**config.mk**
```make
export PLATFORM = sky130hd
export DESIGN_NAME = rv32i_bus_decoder_flat
export DESIGN_NICKNAME = d
export VERILOG_FILES = /design/src/rtl/rv32i_bus_decoder_pkg.sv /design/src/rtl/rv32i_bus_decoder_if.sv /design/src/rtl/rv32i_bus_decoder_region_match.sv /design/src/rtl/rv32i_bus_decoder.sv /design/src/flat_wrapper.sv
export SDC_FILE = /design/constraint.sdc
export NUM_CORES = 1
export LEC_CHECK = 0
export ABC_AREA = 1
export CORE_ASPECT_RATIO = 0.7
export CORE_MARGIN = 1
export CORE_UTILIZATION = 25
export DETAILED_ROUTE_END_ITERATION = 16
export DONT_BUFFER_PORTS = 1
export HOLD_SLACK_MARGIN = 0.03
export SLEW_MARGIN = 30
export SYNTH_ARGS = -nofsm -noshare
export SYNTH_HDL_FRONTEND = slang
export SYNTH_SLANG_ARGS = --single-unit
```
**constraint.sdc**
```tcl
create_clock -name clk_i -period 3.3 [get_ports clk_i]
set_clock_uncertainty 0.15 [all_clocks]
set_input_delay 0.66 -clock clk_i [delete_from_list [all_inputs] [get_ports clk_i]]
set_output_delay 0.66 -clock clk_i [all_outputs]
set_load 0.03 [all_outputs]
```
**src/rtl/rv32i_bus_decoder_pkg.sv**
```systemverilog
// Shared types for the rv32i memory-map decoder: FSM states, fault codes and
// the one-hot to index helper used to pick the selected target's read data.
package rv32i_bus_pkg;

  typedef enum logic [1:0] {
    IDLE  = 2'd0,
    WAIT  = 2'd1,
    DONE  = 2'd2,
    FAULT = 2'd3
  } state_t;

  localparam int unsigned MAX_REGIONS = 32;

  typedef logic [1:0] fault_t;
  localparam fault_t FLT_NONE    = 2'd0;
  localparam fault_t FLT_ILLEGAL = 2'd1;
  localparam fault_t FLT_TIMEOUT = 2'd2;

  // Shifts rather than indexes so the loop never needs a variable bit-select.
  function automatic int unsigned onehot_idx(input logic [MAX_REGIONS-1:0] oh);
    logic [MAX_REGIONS-1:0] v;
    int unsigned            idx;
    v   = oh;
    idx = 0;
    for (int unsigned i = 0; i < MAX_REGIONS; i++) begin
      if (v[0]) idx = i;
      v = v >> 1;
    end
    return idx;
  endfunction

endpackage

```
**src/rtl/rv32i_bus_decoder_if.sv**
```systemverilog
// Core-side request/response and target-side select/ack signals of the decoder.
// slave: the decoder's view; master: the core plus targets driving it.
interface rv32i_bus_decoder_if #(
  parameter int unsigned XLEN    = 32,
  parameter int unsigned REGIONS = 4
);
  logic                     read_i;
  logic                     write_i;
  logic [XLEN-1:0]          addr_i;
  logic [XLEN-1:0]          data_i;
  logic [XLEN/8-1:0]        be_i;
  logic                     ready_o;
  logic [XLEN-1:0]          data_o;
  logic                     illegal_access_o;
  logic                     timeout_o;
  logic [REGIONS-1:0]       data_region_o;

  logic [REGIONS-1:0]       sel_o;
  logic [XLEN-1:0]          addr_o;
  logic                     we_o;
  logic                     re_o;
  logic [XLEN-1:0]          wdata_o;
  logic [XLEN/8-1:0]        be_o;
  logic [REGIONS*XLEN-1:0]  rdata_i;
  logic [REGIONS-1:0]       ack_i;

  modport slave (
    input  read_i, write_i, addr_i, data_i, be_i, rdata_i, ack_i,
    output ready_o, data_o, illegal_access_o, timeout_o, data_region_o,
           sel_o, addr_o, we_o, re_o, wdata_o, be_o
  );

  modport master (
    output read_i, write_i, addr_i, data_i, be_i, rdata_i, ack_i,
    input  ready_o, data_o, illegal_access_o, timeout_o, data_region_o,
           sel_o, addr_o, we_o, re_o, wdata_o, be_o
  );
endinterface

```
**src/rtl/rv32i_bus_decoder_region_match.sv**
```systemverilog
// Single address window comparator: inclusive base, exclusive end, unsigned.
module rv32i_region_match #(
  parameter int unsigned     XLEN  = 32,
  parameter logic [XLEN-1:0] BASE  = '0,
  parameter logic [XLEN-1:0] LIMIT = '0
) (
  input  logic [XLEN-1:0] addr,
  output logic            hit,
  output logic [XLEN-1:0] offset
);
  assign hit    = (addr >= BASE) && (addr < LIMIT);
  assign offset = addr - BASE;
endmodule

```
**src/rtl/rv32i_bus_decoder.sv**
```systemverilog
// N-region memory-map decoder and single-outstanding transaction sequencer.
// Define RV32I_BUS_TIMEOUT_EN to build the WAIT-state watchdog (timeout_o).
module rv32i_bus_decoder
  import rv32i_bus_pkg::*;
#(
  parameter int unsigned             XLEN        = 32,
  parameter int unsigned             REGIONS     = 4,
  parameter logic [REGIONS*XLEN-1:0] REGION_BASE = {32'h0005_0000, 32'h0002_0000,
                                                    32'h0001_0000, 32'h0000_0000},
  parameter logic [REGIONS*XLEN-1:0] REGION_END  = {32'h0005_0200, 32'h0004_0000,
                                                    32'h0001_0800, 32'h0000_0040},
  parameter int unsigned             TIMEOUT     = 16
) (
  input logic               clk_i,
  input logic               rst_ni,
  rv32i_bus_decoder_if.slave bus
);
  localparam int unsigned IDX_W = (REGIONS > 1) ? $clog2(REGIONS) : 1;

  if (TIMEOUT < 2 || REGIONS == 0 || REGIONS > MAX_REGIONS) begin : g_bad_cfg
    $error("rv32i_bus_decoder: TIMEOUT must be >= 2 and REGIONS in 1..32");
  end

  logic [REGIONS-1:0] hit_vec;
  logic [XLEN-1:0]    off_vec   [REGIONS];
  logic [XLEN-1:0]    off_chain [REGIONS+1];
  logic [XLEN-1:0]    rdata_arr [REGIONS];
  logic [REGIONS-1:0] hit_oh;
  logic [XLEN-1:0]    hit_off;
  logic [IDX_W-1:0]   sel_idx;

  for (genvar k = 0; k < REGIONS; k++) begin : g_region
    rv32i_region_match #(
      .XLEN  (XLEN),
      .BASE  (REGION_BASE[k*XLEN +: XLEN]),
      .LIMIT (REGION_END[k*XLEN +: XLEN])
    ) u_match (
      .addr   (bus.addr_i),
      .hit    (hit_vec[k]),
      .offset (off_vec[k])
    );
    assign off_chain[k+1] = off_chain[k] | (off_vec[k] & {XLEN{hit_oh[k]}});
    assign rdata_arr[k]   = bus.rdata_i[k*XLEN +: XLEN];
  end

  // Lowest-index window wins on overlap: isolate the least significant hit.
  assign hit_oh       = hit_vec & (~hit_vec + REGIONS'(1));
  assign off_chain[0] = '0;
  assign hit_off      = off_chain[REGIONS];
  assign sel_idx      = IDX_W'(onehot_idx(MAX_REGIONS'(bus.sel_o)));

  state_t state_q;
  fault_t fault_q;
  logic   ack_hit;
  logic   wd_expire;

  assign ack_hit = |(bus.ack_i & bus.sel_o);

`ifdef RV32I_BUS_TIMEOUT_EN
  localparam int unsigned CNT_W = $clog2(TIMEOUT);
  logic [CNT_W-1:0] cnt_q;

  always_ff @(posedge clk_i) begin
    if (!rst_ni || state_q != WAIT) cnt_q <= '0;
    else                            cnt_q <= cnt_q + CNT_W'(1);
  end

  assign wd_expire     = (cnt_q == CNT_W'(TIMEOUT - 1));
  assign bus.timeout_o = (fault_q == FLT_TIMEOUT);
`else
  assign wd_expire     = 1'b0;
  assign bus.timeout_o = 1'b0;
`endif

  assign bus.illegal_access_o = (fault_q == FLT_ILLEGAL);

  always_ff @(posedge clk_i) begin
    if (!rst_ni) begin
      state_q           <= IDLE;
      fault_q           <= FLT_NONE;
      bus.ready_o       <= 1'b0;
      bus.data_o        <= '0;
      bus.data_region_o <= '0;
      bus.sel_o         <= '0;
      bus.addr_o        <= '0;
      bus.we_o          <= 1'b0;
      bus.re_o          <= 1'b0;
      bus.wdata_o       <= '0;
      bus.be_o          <= '0;
    end else begin
      case (state_q)
        IDLE: begin
          if (bus.read_i || bus.write_i) begin
            bus.data_region_o <= hit_oh;
            if (hit_oh == '0 || (bus.read_i && bus.write_i)) begin
              state_q     <= FAULT;
              fault_q     <= FLT_ILLEGAL;
              bus.ready_o <= 1'b1;
              if (bus.read_i) bus.data_o <= '0;
            end else begin
              state_q     <= WAIT;
              bus.sel_o   <= hit_oh;
              bus.addr_o  <= hit_off;
              bus.re_o    <= bus.read_i;
              bus.we_o    <= bus.write_i;
              bus.wdata_o <= bus.data_i;
              bus.be_o    <= bus.be_i;
            end
          end
        end
        WAIT: begin
          // Ack beats an expiring watchdog in the same cycle.
          if (ack_hit || wd_expire) begin
            bus.ready_o <= 1'b1;
            bus.sel_o   <= '0;
            bus.addr_o  <= '0;
            bus.re_o    <= 1'b0;
            bus.we_o    <= 1'b0;
            bus.wdata_o <= '0;
            bus.be_o    <= '0;
            if (ack_hit) begin
              state_q <= DONE;
              if (bus.re_o) bus.data_o <= rdata_arr[sel_idx];
            end else begin
              state_q <= FAULT;
              fault_q <= FLT_TIMEOUT;
              if (bus.re_o) bus.data_o <= '0;
            end
          end
        end
        default: begin
          state_q     <= IDLE;
          fault_q     <= FLT_NONE;
          bus.ready_o <= 1'b0;
        end
      endcase
    end
  end

endmodule

```
**src/flat_wrapper.sv**
```systemverilog
// flat-port wrapper written by rule: the top's interface ports become plain ports
module rv32i_bus_decoder_flat import rv32i_bus_pkg::*;
#(
  parameter int unsigned             XLEN        = 32,
  parameter int unsigned             REGIONS     = 4,
  parameter logic [REGIONS*XLEN-1:0] REGION_BASE = {32'h0005_0000, 32'h0002_0000,
                                                    32'h0001_0000, 32'h0000_0000},
  parameter logic [REGIONS*XLEN-1:0] REGION_END  = {32'h0005_0200, 32'h0004_0000,
                                                    32'h0001_0800, 32'h0000_0040},
  parameter int unsigned             TIMEOUT     = 16
)
  (clk_i, rst_ni, bus_read_i, bus_write_i, bus_addr_i, bus_data_i, bus_be_i, bus_rdata_i, bus_ack_i, bus_ready_o, bus_data_o, bus_illegal_access_o, bus_timeout_o, bus_data_region_o, bus_sel_o, bus_addr_o, bus_we_o, bus_re_o, bus_wdata_o, bus_be_o);
  rv32i_bus_decoder_if #(.XLEN(XLEN), .REGIONS(REGIONS)) bus_i ();
  input logic clk_i;
  input logic rst_ni;
  input wire logic [$bits(bus_i.read_i)-1:0] bus_read_i;
  input wire logic [$bits(bus_i.write_i)-1:0] bus_write_i;
  input wire logic [$bits(bus_i.addr_i)-1:0] bus_addr_i;
  input wire logic [$bits(bus_i.data_i)-1:0] bus_data_i;
  input wire logic [$bits(bus_i.be_i)-1:0] bus_be_i;
  input wire logic [$bits(bus_i.rdata_i)-1:0] bus_rdata_i;
  input wire logic [$bits(bus_i.ack_i)-1:0] bus_ack_i;
  output wire logic [$bits(bus_i.ready_o)-1:0] bus_ready_o;
  output wire logic [$bits(bus_i.data_o)-1:0] bus_data_o;
  output wire logic [$bits(bus_i.illegal_access_o)-1:0] bus_illegal_access_o;
  output wire logic [$bits(bus_i.timeout_o)-1:0] bus_timeout_o;
  output wire logic [$bits(bus_i.data_region_o)-1:0] bus_data_region_o;
  output wire logic [$bits(bus_i.sel_o)-1:0] bus_sel_o;
  output wire logic [$bits(bus_i.addr_o)-1:0] bus_addr_o;
  output wire logic [$bits(bus_i.we_o)-1:0] bus_we_o;
  output wire logic [$bits(bus_i.re_o)-1:0] bus_re_o;
  output wire logic [$bits(bus_i.wdata_o)-1:0] bus_wdata_o;
  output wire logic [$bits(bus_i.be_o)-1:0] bus_be_o;
  assign bus_i.read_i = bus_read_i;
  assign bus_i.write_i = bus_write_i;
  assign bus_i.addr_i = bus_addr_i;
  assign bus_i.data_i = bus_data_i;
  assign bus_i.be_i = bus_be_i;
  assign bus_i.rdata_i = bus_rdata_i;
  assign bus_i.ack_i = bus_ack_i;
  assign bus_ready_o = bus_i.ready_o;
  assign bus_data_o = bus_i.data_o;
  assign bus_illegal_access_o = bus_i.illegal_access_o;
  assign bus_timeout_o = bus_i.timeout_o;
  assign bus_data_region_o = bus_i.data_region_o;
  assign bus_sel_o = bus_i.sel_o;
  assign bus_addr_o = bus_i.addr_o;
  assign bus_we_o = bus_i.we_o;
  assign bus_re_o = bus_i.re_o;
  assign bus_wdata_o = bus_i.wdata_o;
  assign bus_be_o = bus_i.be_o;
  rv32i_bus_decoder #(.XLEN(XLEN), .REGIONS(REGIONS), .REGION_BASE(REGION_BASE), .REGION_END(REGION_END), .TIMEOUT(TIMEOUT)) u_core (.clk_i(clk_i), .rst_ni(rst_ni), .bus(bus_i));
endmodule
```
; Word-level counts from Yosys, hierarchy flattened
; Index checks and enable logic that the tools add are counted.
[classes]
multipliers = 0
shifts = 0
order_cmp = 9
bitwise_logic = 12
muxes = 44
add_sub_neg = 4
div = 0
eq_ne = 8
reduce_logical = 17
[ops]
columns = op, count
row1 = $mux W32, 12
row2 = $pmux W32 S2, 3
row3 = $and A32 B32 Y32, 4
row4 = $or A32 B32 Y32, 3
row5 = $bmux W32 S2, 1
row6 = $lt A32 B19 Y1 const B, 2
row7 = $ge A32 B1 Y1 const B, 1
row8 = $ge A32 B17 Y1 const B, 1
row9 = $ge A32 B18 Y1 const B, 1
row10 = $ge A32 B19 Y1 const B, 1
row11 = $lt A32 B17 Y1 const B, 1
row12 = $lt A32 B7 Y1 const B, 1
row13 = $sub A32 B17 Y32 const B, 1
row14 = $sub A32 B18 Y32 const B, 1
row15 = $sub A32 B19 Y32 const B, 1
row16 = $mux W4, 5
row17 = $pmux W4 S2, 2
row18 = $mux W2, 7
row19 = $mux W1, 9
row20 = $and A4 B4 Y4, 2
row21 = $ne A2 B1 Y1 const B, 4
row22 = $pmux W2 S2, 2
row23 = $pmux W1 S2, 3
row24 = $reduce_and A3 Y1, 2
row25 = other kinds (16), 24
[word_totals]
n_memories = 0
word_cells = 105
latchBits = 0
mem_bits_rw = 0
output_inout_bits = 113
mem_bits_ro = 0
ff_bits = 115
input_bits = 204

; Depth between registers and ports, before layout
[logic_depth]
depth_word = 12
mapped_depth = 17
depth_no_buf = 17

; By module
; A second synthesis with hierarchy kept.
[hier_totals]
cells_unflattened = 1623
area_unflattened_um2 = 9118.7
[by_module_without_submodules]
columns = module, area_each_um2, seq_area_each_um2, n_inst, cells_each
row1 = rv32i_bus_decoder, 6914.1, 2282.2, 1, 1249
row2 = rv32i_region_match at u_core.g_region[3].u_match, 649.4, 0.0, 1, 110
row3 = rv32i_region_match at u_core.g_region[1].u_match, 616.8, 0.0, 1, 107
row4 = rv32i_region_match at u_core.g_region[2].u_match, 599.3, 0.0, 1, 100
row5 = rv32i_region_match at u_core.g_region[0].u_match, 339.1, 0.0, 1, 57

; Worst setup path after synthesis
; OpenSTA, ideal clock, no wires.
[synth_timing]
path_kind = input port to flip-flop
from = in bus_addr_i[17]
to = reg u_core.bus.addr_o[26] in the netlist's numbering
slack_ns = 0.713
cell_stages = 15
t_arrival_ns = 2.299
path_buffers = 2
cell_sequence = inv_1 -> ha_1 -> nand2_1 -> nor2_1 -> nand2_1 -> clkinv_1 -> nand2_1 -> a21oi_4 -> nand3_2 -> nand2_4 -> nand2_4 -> buf_4 -> buf_6 -> nand3_1 -> a21oi_2
[synth_via]
elab_chain_len = 12
[synth_lines]
columns = item, line
row1 = "start, declared", flat_wrapper.sv:18  ; input wire logic [$bits(bus_i.addr_i)-1:0] bus_addr_i;
row2 = "$ge A32 B1 Y1, or another cell as far along", rv32i_bus_decoder_region_match.sv:11  ; assign hit = (addr >= BASE) && (addr < LIMIT);
row3 = $logic_and A1 B1 Y1, rv32i_bus_decoder_region_match.sv:11
row4 = $not A4 Y4, rv32i_bus_decoder.sv:47  ; assign hit_oh = hit_vec & (~hit_vec + REGIONS'(1));
row5 = $add A4 B1 Y4, rv32i_bus_decoder.sv:47
row6 = $and A4 B4 Y4, rv32i_bus_decoder.sv:47
row7 = $and A32 B32 Y32, rv32i_bus_decoder.sv:42  ; assign off_chain[k+1] = off_chain[k] | (off_vec[k] & {XLEN{hit_oh[k]}});
row8 = $or A32 B32 Y32 (3 in series), rv32i_bus_decoder.sv:42
row9 = $mux W32, rv32i_bus_decoder.sv:95  ; if (hit_oh == '0 || (bus.read_i && bus.write_i)) begin
row10 = $mux W32, rv32i_bus_decoder.sv:93  ; if (bus.read_i || bus.write_i) begin
row11 = $pmux W32 S2, rv32i_bus_decoder.sv:91  ; case (state_q)
row12 = "end signal, assigned", rv32i_bus_decoder.sv:103  ; bus.addr_o <= hit_off;
row13 = "end, declared", rv32i_bus_decoder_if.sv:30  ; sel_o, addr_o, we_o, re_o, wdata_o, be_o
; Parallel ways exist; a longest one is shown, timed or not. The select of a mux whose other input is x is not followed.
; A chain may end at the register's enable or synchronous reset.

; Worst setup path after layout
[layout_timing]
from = reg u_core.state_q[1]
to = reg u_core.bus.addr_o[27] in the netlist's numbering
[layout_via]
elab_chain_len = 3
[layout_lines]
columns = item, line
row1 = "start, declared", rv32i_bus_decoder.sv:52  ; state_t state_q;
row2 = "start signal, assigned", rv32i_bus_decoder.sv:79  ; state_q <= IDLE;
row3 = "start signal, assigned", rv32i_bus_decoder.sv:96  ; state_q <= FAULT;
row4 = "start signal, assigned", rv32i_bus_decoder.sv:101  ; state_q <= WAIT;
row5 = $eq A2 B1 Y1 or $logic_not A2 Y1 (tied branches), rv32i_bus_decoder.sv:91
row6 = "$ne A2 B1 Y1 (no source line), or another cell as far along", n/a
row7 = $reduce_and A4 Y1 (no source line), n/a
; Parallel ways exist; a longest one is shown, timed or not.

==> impl_metrics.tcl <==
set metrics [dict create \
    viasPerCell 4.86 \
    rsz0062_at_grt "false" \
    dieHeight_um 138 \
    post-route-period-util_pct 82.7 \
    power-per-cell-area_mw_per_mm2 1000 \
    yosysWarnings 0 \
    cts_tree "built" \
    synthDistinctLibCells 36 \
    final_cell_area_sq_mm 0.00752 \
    hold_viol 0 \
    p_seq_share_pct 37.9 \
    drive_gt1_share_pct 11.3 \
    combinationalPowerShare_pct 33.4 \
    path_common_cell "inv_1" \
    postRouteAntennaNets 0 \
    hp-class "in2reg" \
    overflow 0 \
    ys_seq_elements 114 \
    synthArstFlopShare_pct 0 \
    die_x_um 196 \
    cts-resized-gates 0 \
    ctsHtreeMaxLevel 4 \
    crit_chain "inv_1 -> nand2_4 -> inv_2 -> nand4_1 -> a21oi_1 -> nor2_1 -> inv_1 -> nor2_4 -> inv_1 -> a21oi_4 -> buf_12 -> nand2_1 -> a21oi_1" \
    synth_fp_nets 1228 \
    num_vias 6470 \
    leakage_nw 2.89 \
    final-setup-viol-count 0 \
    dpl_cell_area_sq_mm 0.00683 \
    clk_latency_ns 0.41 \
    area_delta_synth_final_pct 14.3 \
    fmax_mhz 366 \
    arrival_ns 2.91 \
    portBuffers 0 \
    multi_input_area_sq_mm 0.00384 \
    final_nets 1196 \
    power.switching_mw 3.43 \
    post-cts-setup-buffers 0 \
    clockBufferDepth 2 \
    grt_max_degree 63 \
    period_minus_slack_ns 2.73 \
    max_slew.worst_pin.slew_ns 0.807 \
    initial_core_util_pct 25.5 \
    post_drt_wl_per_cell_um 17.2 \
    drc 0 \
    critical_path_class "reg2reg" \
    slew_headroom_pct 46.2 \
    clockRootBuffer "clkbuf_16" \
    cts_buffers 17 \
    core_area_sq_mm 0.0257 \
    grt_pass1_vias 5700 \
    irDropWorstVdd_mv 0.432 \
    ios 317 \
    maxCapViolations 0 \
    crit_required_ns 3.48 \
    drt_pre_antenna_iters 5 \
    synth_area_sq_mm 0.00658 \
    crit_path_start_kind "register" \
    synth_edf_count 0 \
    p_int_mw 4.08 \
    switching_share_pct 45.7 \
    fin_setup_tns_ns 0 \
    path_max_fanout 36 \
    gp_congestion 0.890 \
    antenna_found_initial 5 \
    cts_sinks 114 \
    path_buf_inv 5 \
    holdBufCountCts 0 \
    critPathTopFamily "simple AND/OR/NAND/NOR gates" \
    hpwl_um 16700 \
    slew_viol_final 0 \
    drt_wl_total_um 22800 \
    dieArea_sq_mm 0.0270 \
    grt_first_pass_wirelength_um 33200 \
    reg2reg_slack_ns 0.57 \
    synthCells 1016 \
    crit_path_top_delay_cell "dfxtp_1" \
    rows 49 \
    synth_flop_cell "dfxtp_1" \
    ys_seq_area_share_pct 34.7 \
    cpPeakStageDelay_ns 0.40 \
    status "complete, no violations" \
    first_iter_violations 295 \
    fillers 2834 \
    clkTransAtPathRegs_ns 0.06 \
    grt_usage_pct 16.2 \
    setup.worst_path.end_class "register" \
    seq_area_sq_mm 0.00228 \
    clkPwrFrac_pct 28.6 \
    postSynthAreaPerCell_sq_um 6.47 \
]
==> registers in the layout, indices dropped and copies added (netlist names) <==
name and flops:
u_core.bus.data_o 32, u_core.fault_q 1, u_core.bus.addr_o 32, u_core.bus.ready_o 1, u_core.bus.sel_o 4, u_core.state_q 2
u_core.bus.data_region_o 4, u_core.bus.re_o 1, u_core.bus.be_o 4, u_core.bus.wdata_o 32, u_core.bus.we_o 1
==> layer usage <==
metal / part of all wire [%] / vias up / routed length, um / GRT usage (%)
met5: 0.057 / - / 13 / 0
met4: 1.4 / 2 / 321 / 5.25
met3: 11 / 25 / 2440 / 7.17
met2: 43 / 286 / 9850 / 24.8
met1: 45 / 2951 / 10200 / 20.3
li1: - / 3206 / - / -
==> power by group through the flow <==
stage,Combinational [mW],Clock (mW),Sequential [mW]
2_1_floorplan,2.07,0,2.75
3_3_place_gp,2.50,0,2.88
3_5_place_dp,2.53,0,2.88
4_1_cts,2.53,2.21,2.85
5_1_grt,2.84,2.28,2.90
6_report,2.51,2.15,2.85
==> kinds of logic (layout without fill, tap and decap cells) <==
group,count (synthesis),in the layout,share of synthesized area (%)
AOI/OAI and AO/OA,209,209,17.6
xor gates and xnor gates,8,8,1.07
adders and majority gates,8,8,1.52
buffers and inverters,98,78,7.10
DFF,114,114,34.7
other,1,4,0.0570
and+or+nand+nor,578,578,37.9
==> worst reg2reg max path, stage by stage, from the launching register on <==
cell,delay (ns)
dfxtp_1,0.40
inv_1,0.10
nand2_4,0.26
inv_2,0.21
nand4_1,0.11
a21oi_1,0.09
nor2_1,0.12
inv_1,0.08
nor2_4,0.18
inv_1,0.13
a21oi_4,0.16
buf_12,0.21
nand2_1,0.26
a21oi_1,0.21
==> final timing paths <==
| kind | cells past startpoint | to | from |
|---|---|---|---|
| worst min register to register | 2 | u_core.bus.sel_o[2] | u_core.bus.sel_o[2] |
| worst max register to register | 13 | u_core.bus.addr_o[27] | u_core.state_q[1] |
| worst min-delay path | 2 | u_core.bus.addr_o[10] | rst_ni |
| worst max-delay path | 13 | u_core.bus.addr_o[27] | u_core.state_q[1] |
==> metrics by stage <==
| stage | setup WS (ns) | std cells | power (mW) | util (%) | hold WS [ns] |
|---|---|---|---|---|---|
| 2_1_floorplan | 0.713 | 1016 | 4.82 | - | 0.319 |
| 3_3_place_gp | 0.329 | 1296 | 5.38 | 26.5 | 0.307 |
| 3_5_place_dp | 0.232 | 1296 | 5.41 | 26.5 | 0.319 |
| 4_1_cts | 0.617 | 1327 | 7.59 | 29.2 | 0.187 |
| 5_1_grt | 0.403 | 1330 | 8.01 | 29.2 | 0.180 |
| 6_report | 0.570 | 1330 | 7.51 | 29.2 | 0.218 |
==> Yosys cell counts, types with 2 or more instances <==
| cell type | instances | area share [%] |
|---|---|---|
| dfxtp_1 | 114 | 35 |
| o21ai_0 | 101 | 7.7 |
| xor2_1 | 4 | 0.53 |
| nor2_4 | 3 | 0.51 |
| nor2_2 | 5 | 0.48 |
| a21oi_2 | 20 | 2.7 |
| inv_2 | 4 | 0.23 |
| nand3b_1 | 40 | 4.6 |
| nand3_1 | 25 | 1.9 |
| inv_1 | 25 | 1.4 |
| nor3_1 | 12 | 0.91 |
| xnor2_1 | 4 | 0.53 |
| nand2_2 | 22 | 2.1 |
| nand2_4 | 3 | 0.51 |
| buf_2 | 11 | 0.84 |
| clkbuf_2 | 3 | 0.23 |
| a21oi_1 | 82 | 6.2 |
| ha_1 | 8 | 1.5 |
| clkbuf_1 | 39 | 2.2 |
| buf_4 | 6 | 0.69 |
| buf_12 | 2 | 0.61 |
| buf_6 | 2 | 0.34 |
| nor2_1 | 279 | 16 |
| nand2_1 | 185 | 11 |
| o21bai_1 | 2 | 0.23 |
| buf_1 | 4 | 0.23 |
| a21oi_4 | 2 | 0.49 |
==> layout make-up <==
class,instances,share of cell area [%]
Antenna cell,3,0.0999
Timing Repair Buffer,17,2.36
Inverter,30,1.50
Tap cell,331,5.51
Clock inverter,9,2.68
Clock buffer,22,6.31
Multi-Input combinational cell,804,51.2
Sequential cell,114,30.4
==> placed cells by master, fill, tap and decap left out, types with 2 or more instances in the layout <==
master	synthesis	layout
bufinv_16	0	6
nand3_1	25	25
nor3_1	12	12
o21ai_0	101	101
a21oi_2	20	21
o21bai_1	2	2
nand2_2	22	22
xnor2_1	4	4
diode_2	0	3
a21oi_4	2	2
nand2_1	185	184
buf_4	6	13
clkbuf_1	39	2
inv_1	25	25
buf_12	2	4
clkbuf_16	0	17
xor2_1	4	4
nor2_1	279	278
nor2_4	3	4
nand2_4	3	4
nand3b_1	40	40
dfxtp_1	114	113
a21oi_1	82	81
clkbuf_8	0	3
nor2_2	5	5
ha_1	8	8
inv_2	4	4
Power figures use the tool's default switching activity.
